File: config.mk
export PLATFORM = sky130hd
export DESIGN_NAME = uart_sdram_wr_packer_flat
export DESIGN_NICKNAME = d
export VERILOG_FILES = /design/src/rtl/uart_sdram_wr_packer_if.sv /design/src/rtl/uart_sdram_wr_packer.sv /design/src/flat_wrapper.sv
export SDC_FILE = /design/constraint.sdc
export NUM_CORES = 1
export LEC_CHECK = 0
export CAP_MARGIN = 20
export CORE_MARGIN = 2
export CORE_UTILIZATION = 25
export CTS_CLUSTER_DIAMETER = 40
export DETAILED_ROUTE_END_ITERATION = 7
export GPL_ROUTABILITY_DRIVEN = 0
export GPL_TIMING_DRIVEN = 0
export HOLD_SLACK_MARGIN = 0.12
export PLACE_DENSITY = 0.55
export SKIP_LAST_GASP = 1
export SYNTH_ARGS = -nofsm -noshare
export SYNTH_HDL_FRONTEND = slang
export SYNTH_SLANG_ARGS = --single-unit
File: constraint.sdc
create_clock -name Sys_clk -period 2 [get_ports Sys_clk]
set_input_delay 0.4 -clock Sys_clk [delete_from_list [all_inputs] [get_ports Sys_clk]]
set_output_delay 0.4 -clock Sys_clk [all_outputs]
set_load 0.01 [all_outputs]
File: src/rtl/uart_sdram_wr_packer_if.sv
// Byte-in / word-out bundle between the UART receive side and the SDRAM write FIFO.
// The packer takes the master modport; the receiver/controller side takes the slave modport.
interface uart_sdram_wr_packer_if #(
    parameter int DATA_WIDTH = 16,
    parameter int ADDR_WIDTH = 19
);
    logic                  byte_valid;
    logic [7:0]            byte_data;
    logic                  flush;
    logic                  frame_restart;
    logic                  wr_valid;
    logic                  wr_ready;
    logic [DATA_WIDTH-1:0] wr_data;
    logic [ADDR_WIDTH-1:0] wr_addr;
    logic                  frame_done;
    logic                  overflow;

    modport master (
        input  byte_valid, byte_data, flush, frame_restart, wr_ready,
        output wr_valid, wr_data, wr_addr, frame_done, overflow
    );

    modport slave (
        output byte_valid, byte_data, flush, frame_restart, wr_ready,
        input  wr_valid, wr_data, wr_addr, frame_done, overflow
    );
endinterface

File: src/rtl/uart_sdram_wr_packer.sv
// Packs UART bytes into DATA_WIDTH words with a wrapping frame address.
// Two stages: an assembly register (p0) feeding a valid/ready output register (p1).
module uart_sdram_wr_packer #(
    parameter int DATA_WIDTH     = 16,
    parameter int ADDR_WIDTH     = 19,
    parameter int FRAME_WORDS    = 307200,
    parameter int BYTE_ORDER     = 0,
    parameter int TIMEOUT_CYCLES = 0
) (
    input  logic                   Sys_clk,
    input  logic                   Rst,
    uart_sdram_wr_packer_if.master bus
);
    localparam int BPW    = DATA_WIDTH / 8;
    localparam int CNT_W  = (BPW > 1) ? $clog2(BPW) : 1;
    localparam int IDLE_W = (TIMEOUT_CYCLES > 0) ? $clog2(TIMEOUT_CYCLES + 1) : 1;
    localparam int TO_M1  = (TIMEOUT_CYCLES > 0) ? TIMEOUT_CYCLES - 1 : 0;

    localparam logic [CNT_W-1:0]      LAST_SLOT = CNT_W'(BPW - 1);
    localparam logic [IDLE_W-1:0]     IDLE_MAX  = IDLE_W'(TO_M1);
    localparam logic [ADDR_WIDTH-1:0] LAST_ADDR = ADDR_WIDTH'(FRAME_WORDS - 1);

    logic [CNT_W-1:0]      cnt_p0;
    logic                  vld_p0;
    logic [DATA_WIDTH-1:0] asm_p0;
    logic [IDLE_W-1:0]     idle_p0;
    logic                  vld_p1;
    logic [DATA_WIDTH-1:0] data_p1;
    logic [ADDR_WIDTH-1:0] addr_p1;
    logic [ADDR_WIDTH-1:0] addr_cnt;
    logic                  frame_done_q;
    logic                  overflow_q;

    logic                  hs;
    logic                  xfer;
    logic                  addr_at_end;
    logic [ADDR_WIDTH-1:0] addr_nxt;
    logic                  full_nxt;
    logic [CNT_W-1:0]      cnt_nxt;
    logic [DATA_WIDTH-1:0] asm_nxt;
    logic                  drop;
    logic                  idle_hit;
    logic [IDLE_W-1:0]     idle_nxt;

    function automatic logic [DATA_WIDTH-1:0] put_byte(
        input logic [DATA_WIDTH-1:0] w,
        input logic [CNT_W-1:0]      slot,
        input logic [7:0]            b
    );
        logic [DATA_WIDTH-1:0] r;
        int                    pos;
        r   = w;
        pos = (BYTE_ORDER == 0) ? (BPW - 1 - int'(slot)) : int'(slot);
        r[pos*8 +: 8] = b;
        return r;
    endfunction

    function automatic logic [IDLE_W-1:0] sat_inc(input logic [IDLE_W-1:0] v);
        return (v == IDLE_MAX) ? v : v + 1'b1;
    endfunction

    always_comb begin
        hs          = vld_p1 & bus.wr_ready;
        xfer        = vld_p0 & (~vld_p1 | bus.wr_ready);
        addr_at_end = (addr_cnt == LAST_ADDR);
        addr_nxt    = addr_cnt;
        if (hs) begin
            addr_nxt = addr_at_end ? '0 : addr_cnt + 1'b1;
        end

        full_nxt = vld_p0 & ~xfer;
        cnt_nxt  = cnt_p0;
        asm_nxt  = asm_p0;
        drop     = 1'b0;
        if (bus.byte_valid) begin
            if (full_nxt) begin
                drop = 1'b1;
            end else begin
                // Slot 0 starts a fresh word, so stale bytes never leak into a padded flush.
                asm_nxt = put_byte((cnt_p0 == '0) ? '0 : asm_p0, cnt_p0, bus.byte_data);
                if (cnt_p0 == LAST_SLOT) begin
                    full_nxt = 1'b1;
                    cnt_nxt  = '0;
                end else begin
                    cnt_nxt = cnt_p0 + 1'b1;
                end
            end
        end

        idle_hit = (TIMEOUT_CYCLES != 0) && !bus.byte_valid && (cnt_p0 != '0)
                   && !vld_p0 && (idle_p0 == IDLE_MAX);
        if ((bus.flush || idle_hit) && (cnt_nxt != '0) && !full_nxt) begin
            full_nxt = 1'b1;
            cnt_nxt  = '0;
        end

        idle_nxt = (bus.byte_valid || (cnt_p0 == '0) || vld_p0 || idle_hit)
                   ? '0 : sat_inc(idle_p0);
    end

    // p0: assembly register contents
    always_ff @(posedge Sys_clk) begin
        asm_p0 <= asm_nxt;
    end

    // p0/p1 control and output register
    always_ff @(posedge Sys_clk) begin
        if (Rst) begin
            cnt_p0       <= '0;
            vld_p0       <= 1'b0;
            idle_p0      <= '0;
            vld_p1       <= 1'b0;
            data_p1      <= '0;
            addr_p1      <= '0;
            addr_cnt     <= '0;
            frame_done_q <= 1'b0;
            overflow_q   <= 1'b0;
        end else if (bus.frame_restart) begin
            cnt_p0       <= '0;
            vld_p0       <= 1'b0;
            idle_p0      <= '0;
            vld_p1       <= 1'b0;
            addr_cnt     <= '0;
            frame_done_q <= 1'b0;
        end else begin
            cnt_p0       <= cnt_nxt;
            vld_p0       <= full_nxt;
            idle_p0      <= idle_nxt;
            addr_cnt     <= addr_nxt;
            frame_done_q <= hs & addr_at_end;
            if (drop) begin
                overflow_q <= 1'b1;
            end
            // A word loaded alongside a handshake takes the already-advanced address.
            if (xfer) begin
                vld_p1  <= 1'b1;
                data_p1 <= asm_p0;
                addr_p1 <= addr_nxt;
            end else if (hs) begin
                vld_p1 <= 1'b0;
            end
        end
    end

    assign bus.wr_valid   = vld_p1;
    assign bus.wr_data    = data_p1;
    assign bus.wr_addr    = addr_p1;
    assign bus.frame_done = frame_done_q;
    assign bus.overflow   = overflow_q;
endmodule

File: src/flat_wrapper.sv
// flat-port wrapper written by rule: the top's interface ports become plain ports
module uart_sdram_wr_packer_flat 
#(
    parameter int DATA_WIDTH     = 16,
    parameter int ADDR_WIDTH     = 19,
    parameter int FRAME_WORDS    = 307200,
    parameter int BYTE_ORDER     = 0,
    parameter int TIMEOUT_CYCLES = 0
)
  (Sys_clk, Rst, bus_byte_valid, bus_byte_data, bus_flush, bus_frame_restart, bus_wr_ready, bus_wr_valid, bus_wr_data, bus_wr_addr, bus_frame_done, bus_overflow);
  uart_sdram_wr_packer_if #(.DATA_WIDTH(DATA_WIDTH), .ADDR_WIDTH(ADDR_WIDTH)) bus_i ();
  input  logic Sys_clk;
  input  logic Rst;
  input wire logic [$bits(bus_i.byte_valid)-1:0] bus_byte_valid;
  input wire logic [$bits(bus_i.byte_data)-1:0] bus_byte_data;
  input wire logic [$bits(bus_i.flush)-1:0] bus_flush;
  input wire logic [$bits(bus_i.frame_restart)-1:0] bus_frame_restart;
  input wire logic [$bits(bus_i.wr_ready)-1:0] bus_wr_ready;
  output wire logic [$bits(bus_i.wr_valid)-1:0] bus_wr_valid;
  output wire logic [$bits(bus_i.wr_data)-1:0] bus_wr_data;
  output wire logic [$bits(bus_i.wr_addr)-1:0] bus_wr_addr;
  output wire logic [$bits(bus_i.frame_done)-1:0] bus_frame_done;
  output wire logic [$bits(bus_i.overflow)-1:0] bus_overflow;
  assign bus_i.byte_valid = bus_byte_valid;
  assign bus_i.byte_data = bus_byte_data;
  assign bus_i.flush = bus_flush;
  assign bus_i.frame_restart = bus_frame_restart;
  assign bus_i.wr_ready = bus_wr_ready;
  assign bus_wr_valid = bus_i.wr_valid;
  assign bus_wr_data = bus_i.wr_data;
  assign bus_wr_addr = bus_i.wr_addr;
  assign bus_frame_done = bus_i.frame_done;
  assign bus_overflow = bus_i.overflow;
  uart_sdram_wr_packer #(.DATA_WIDTH(DATA_WIDTH), .ADDR_WIDTH(ADDR_WIDTH), .FRAME_WORDS(FRAME_WORDS), .BYTE_ORDER(BYTE_ORDER), .TIMEOUT_CYCLES(TIMEOUT_CYCLES)) u_core (.Sys_clk(Sys_clk), .Rst(Rst), .bus(bus_i));
endmodule
==> results of run 1 <==
## per-layer routing
layer	wire, microns	up-vias	global-route usage [%]
met3	233	5	2.763
met4	44	0	4.146
met1	3456	1104	15.19
met5	0	-	0
li1	-	1171	-
met2	3402	43	18.72
## power breakdown
group,internal [mW],switching (mW)
combinational,0.0656,0.0731
sequential,1.58,0.0124
clock,0.960,0.614
total,2.60,0.700
## worst max-delay path by stage
stage / cells past startpoint / endpoint / slack (ps)
floorplan: 6 / u_core.bus.wr_addr[9]$_SDFFE_PP0P_ / 370
global placement: 6 / u_core.bus.wr_data[0]$_SDFFE_PP0P_ / -300
detailed placement: 6 / u_core.bus.wr_data[0]$_SDFFE_PP0P_ / -300
CTS: 6 / u_core.bus.wr_data[0]$_SDFFE_PP0P_ / 50
global route: 6 / u_core.bus.wr_data[14]$_SDFFE_PP0P_ / 10
finish: 6 / u_core.bus.wr_data[12]$_SDFFE_PP0P_ / 170
## sequential cells by signal, summed over array words and instances (netlist names)
register and flops:
u_core.asm_p0 16, u_core.bus.frame_done 1, u_core.bus.wr_data 16, u_core.bus.wr_addr 19
u_core.cnt_p0 1, u_core.bus.wr_valid 1, u_core.vld_p0 1, u_core.bus.overflow 1
u_core.addr_cnt 19
## placed cells by master, fill, tap and decap left out, types with 2 or more instances in the layout
cell type,count
ha_1,2
and3_1,4
xor2_1,7
nand4_1,3
a211oi_2,2
nor2_2,2
o21ai_2,6
mux2i_1,2
nand3b_1,6
clkdlybuf4s50_1,51
nand2b_1,2
clkinv_2,2
inv_1,3
or3_1,4
clkbuf_16,9
nand2_1,45
xnor2_1,8
nor3_1,3
nor2_1,34
buf_2,2
a311oi_1,2
clkinv_4,2
nand3_1,8
a21oi_1,21
and2_1,11
nor2b_1,9
clkbuf_1,8
a211oi_1,8
edfxtp_1,16
a31oi_1,2
buf_4,4
dfxtp_1,59
## worst register-to-register path, stage by stage, from the launching register on
cell      delay [ps]
dfxtp_1          400
ha_1             210
nand3_2          120
nor4_4           340
buf_4            200
nand2_1           70
mux2i_1          150
a211oi_1         240
## per-stage QoR
stage	hold WS [ps]	utilization, %	worst slack [ps]
after floorplan	471.3	-	367.6
after global placement	446.0	31.19	-297.9
after detailed placement	449.2	31.19	-300.8
after CTS	457.6	33.66	54.73
after global routing	475.6	33.75	13.90
final	453.5	33.75	171.3
## cell type report
cell class	count	area share, %
sequential	75	41.33
multi-input combinational	210	31.75
timing repair buffer	52	12.89
clock buffer	9	5.602
tap	147	4.575
buffer	15	1.867
clock inverter	7	1.712
inverter	3	0.2801
## logic make-up (layout without fill, tap and decap cells)
kind of cell | count (synthesis) | in the layout | synth area share [%]
simple gates | 146 | 146 | 26.30
flops | 75 | 75 | 55.01
compound gates | 44 | 44 | 9.735
buf+inv | 18 | 86 | 2.734
xor+xnor | 15 | 15 | 4.350
mux | 3 | 3 | 1.036
fa+ha+maj | 2 | 2 | 0.8284
## timing repair
action / CTS / global route
gates resized for setup: 0 / 3
endpoints found under the setup margin: 0 / 23
buffers inserted: 0 / 1
==> summary.md, run 1 <==
| Metric | Value |
|---|---|
| I/O pin cnt | 52 |
| Routed Antenna Nets | 0 |
| Syn Std Cell Area | 3020 sq um |
| Crit-path cells | clkdlybuf4s50_1 -> nor2b_2 -> nor3b_4 -> clkbuf_1 -> nand2_1 -> a21oi_1 |
| Total wire length | 7.136 mm |
| Area of the multi-input gates | 1276 sq um |
| Top post-synthesis cells by area | dfxtp_1 (39%), edfxtp_1 (16%), nand2_1 (5.6%), nor2_1 (4.2%), a21oi_1 (3.5%) |
| Worst Hold Endpoint | u_core.bus.wr_addr[1]$_SDFFE_PP0P_ |
| Area post-placement | 3715 sq um |
| R2r startpoint | u_core.addr_cnt[0]$_SDFF_PP0_ |
| Hold_buf cts | 0 |
| Min Tclk post-route | 1829 ps |
| Synth top area share | 39.11% |
| Syn Nets | 319 |
| Cell taking the most area after synthesis | dfxtp_1 |
| Fmax | 546.9 MHz |
| R2r setup slk | 190 ps |
| Die Span Y | 113.9 microns |
| Total Routing Usage GR | 11.59% |
| Synthesized instance count | 303 |
| Main synth FF type | dfxtp_1 |
| Worst Path Arrival | 2080 ps |
| Starting density of the core | 25.36% |
| Worst-Margin Slew | 568.5 ps |
| Critical path origin | bus_wr_ready |
| WL per Instance | 13.78 microns |
| Ys Warns | 0 |
| Design area | 4020 sq um |
| Ys async rst share | 0% |
| CTS buffer count | 9 |
| Synth Area per Inst | 9.968 sq um |
| Run status | completed |
| Largest net degree at the start of global routing | 14 |
| Final Cycle Share | 91.43% |
| IO Port Bufs | 51 |
| Core area | 11,910 sq um |
| Placed cells | 501 |
| Via count | 2,323 |
| WHS Path Cells | 2 |
| Fin nets | 382 |
| H-Tree Depth | 3 |
| First-pass GRT wire length | 11.71 mm |
| TritonCTS clock tree | yes |
| Drt drc | 0 |
| Reg2Reg Depth | 7 |
| Power density cells | 821.1 nW/um^2 |
| Rows | 40 |
| Post-synth EDFFs | 16 |
| Die area | 12,980 sq um |
| Register area share after synthesis | 55.01% |
| Max VDD drop | 451.9 uV |
| Die Wd | 113.9 microns |
| Fin. max-slew vios | 0 |
| HP Start | u_core.bus.wr_addr[1]$_SDFFE_PP0P_ |
| Area Growth Syn to Fin | 33.10% |
| Clock transition at path regs | 60 ps |
| Root Driver | clkbuf_16 |
| Seq cells post-synth | 75 |
| Worst R2R End | u_core.bus.wr_addr[12]$_SDFFE_PP0P_ |
| Worst slew margin | 62.10% |
| Gr ovfl total | 0 |
| DP Wirelength | 5.221 mm |
| Drt first-iter violations | 96 |
| Hold crit path type | reg2reg |
| Pwr Total | 3.301 mW |
| Non-Filler Instances | 518 |
| Crit path kind | in2reg |
| RSZ-0062 raised after global routing | false |
| Final hold vios | 0 |
| Via/cell ratio | 4.485 |
| CP Capture Type | flop |
| Clock buffer depth | 2 |
| Worst Path Required | 2250 ps |
| Netlist cell types | 47 |
| Crit-path slowest cell | clkdlybuf4s50_1 |
| Crit path max fanout | 10 |
| Initial antenna violation count | 0 |
| Max-Cap Viols | 0 |
| LEAKAGE | 1.370 nW |
| Worst skew pair latency | 330 ps |
| Synth cell count leaders | dfxtp_1 (59), nand2_1 (45), nor2_1 (34), a21oi_1 (21), edfxtp_1 (16) |
| WP buf/inv | 2 |
| Layout Skew | 7.206 ps |
| TritonRoute pass-1 iters | 4 |
| CP delay by family, top | buffers and inverters |
| Ant diodes | 0 |
| Layout cells sized above 1 | 12.13% |
| Setup TNS | 0 ps |
| Startpoint types | primary input |
| Filler Cells Inserted | 1,214 |
| Final setup violation count | 0 |
| Register area | 1662 sq um |
| Slowest stage delay, CP | 550 ps |
| Most common cell in the synthesized netlist | dfxtp_1 |
| CTS sink cnt | 75 |
| Vias in the first global route | 2,290 |
No activity file was read; power rests on OpenSTA's default activity.
==> inputs of run 2 (changes only) <==
Settings changed: GPL_ROUTABILITY_DRIVEN 0 to default.
==> results of run 2 <==
No change in the layout: final DEF, timing and power equal those of run 1.
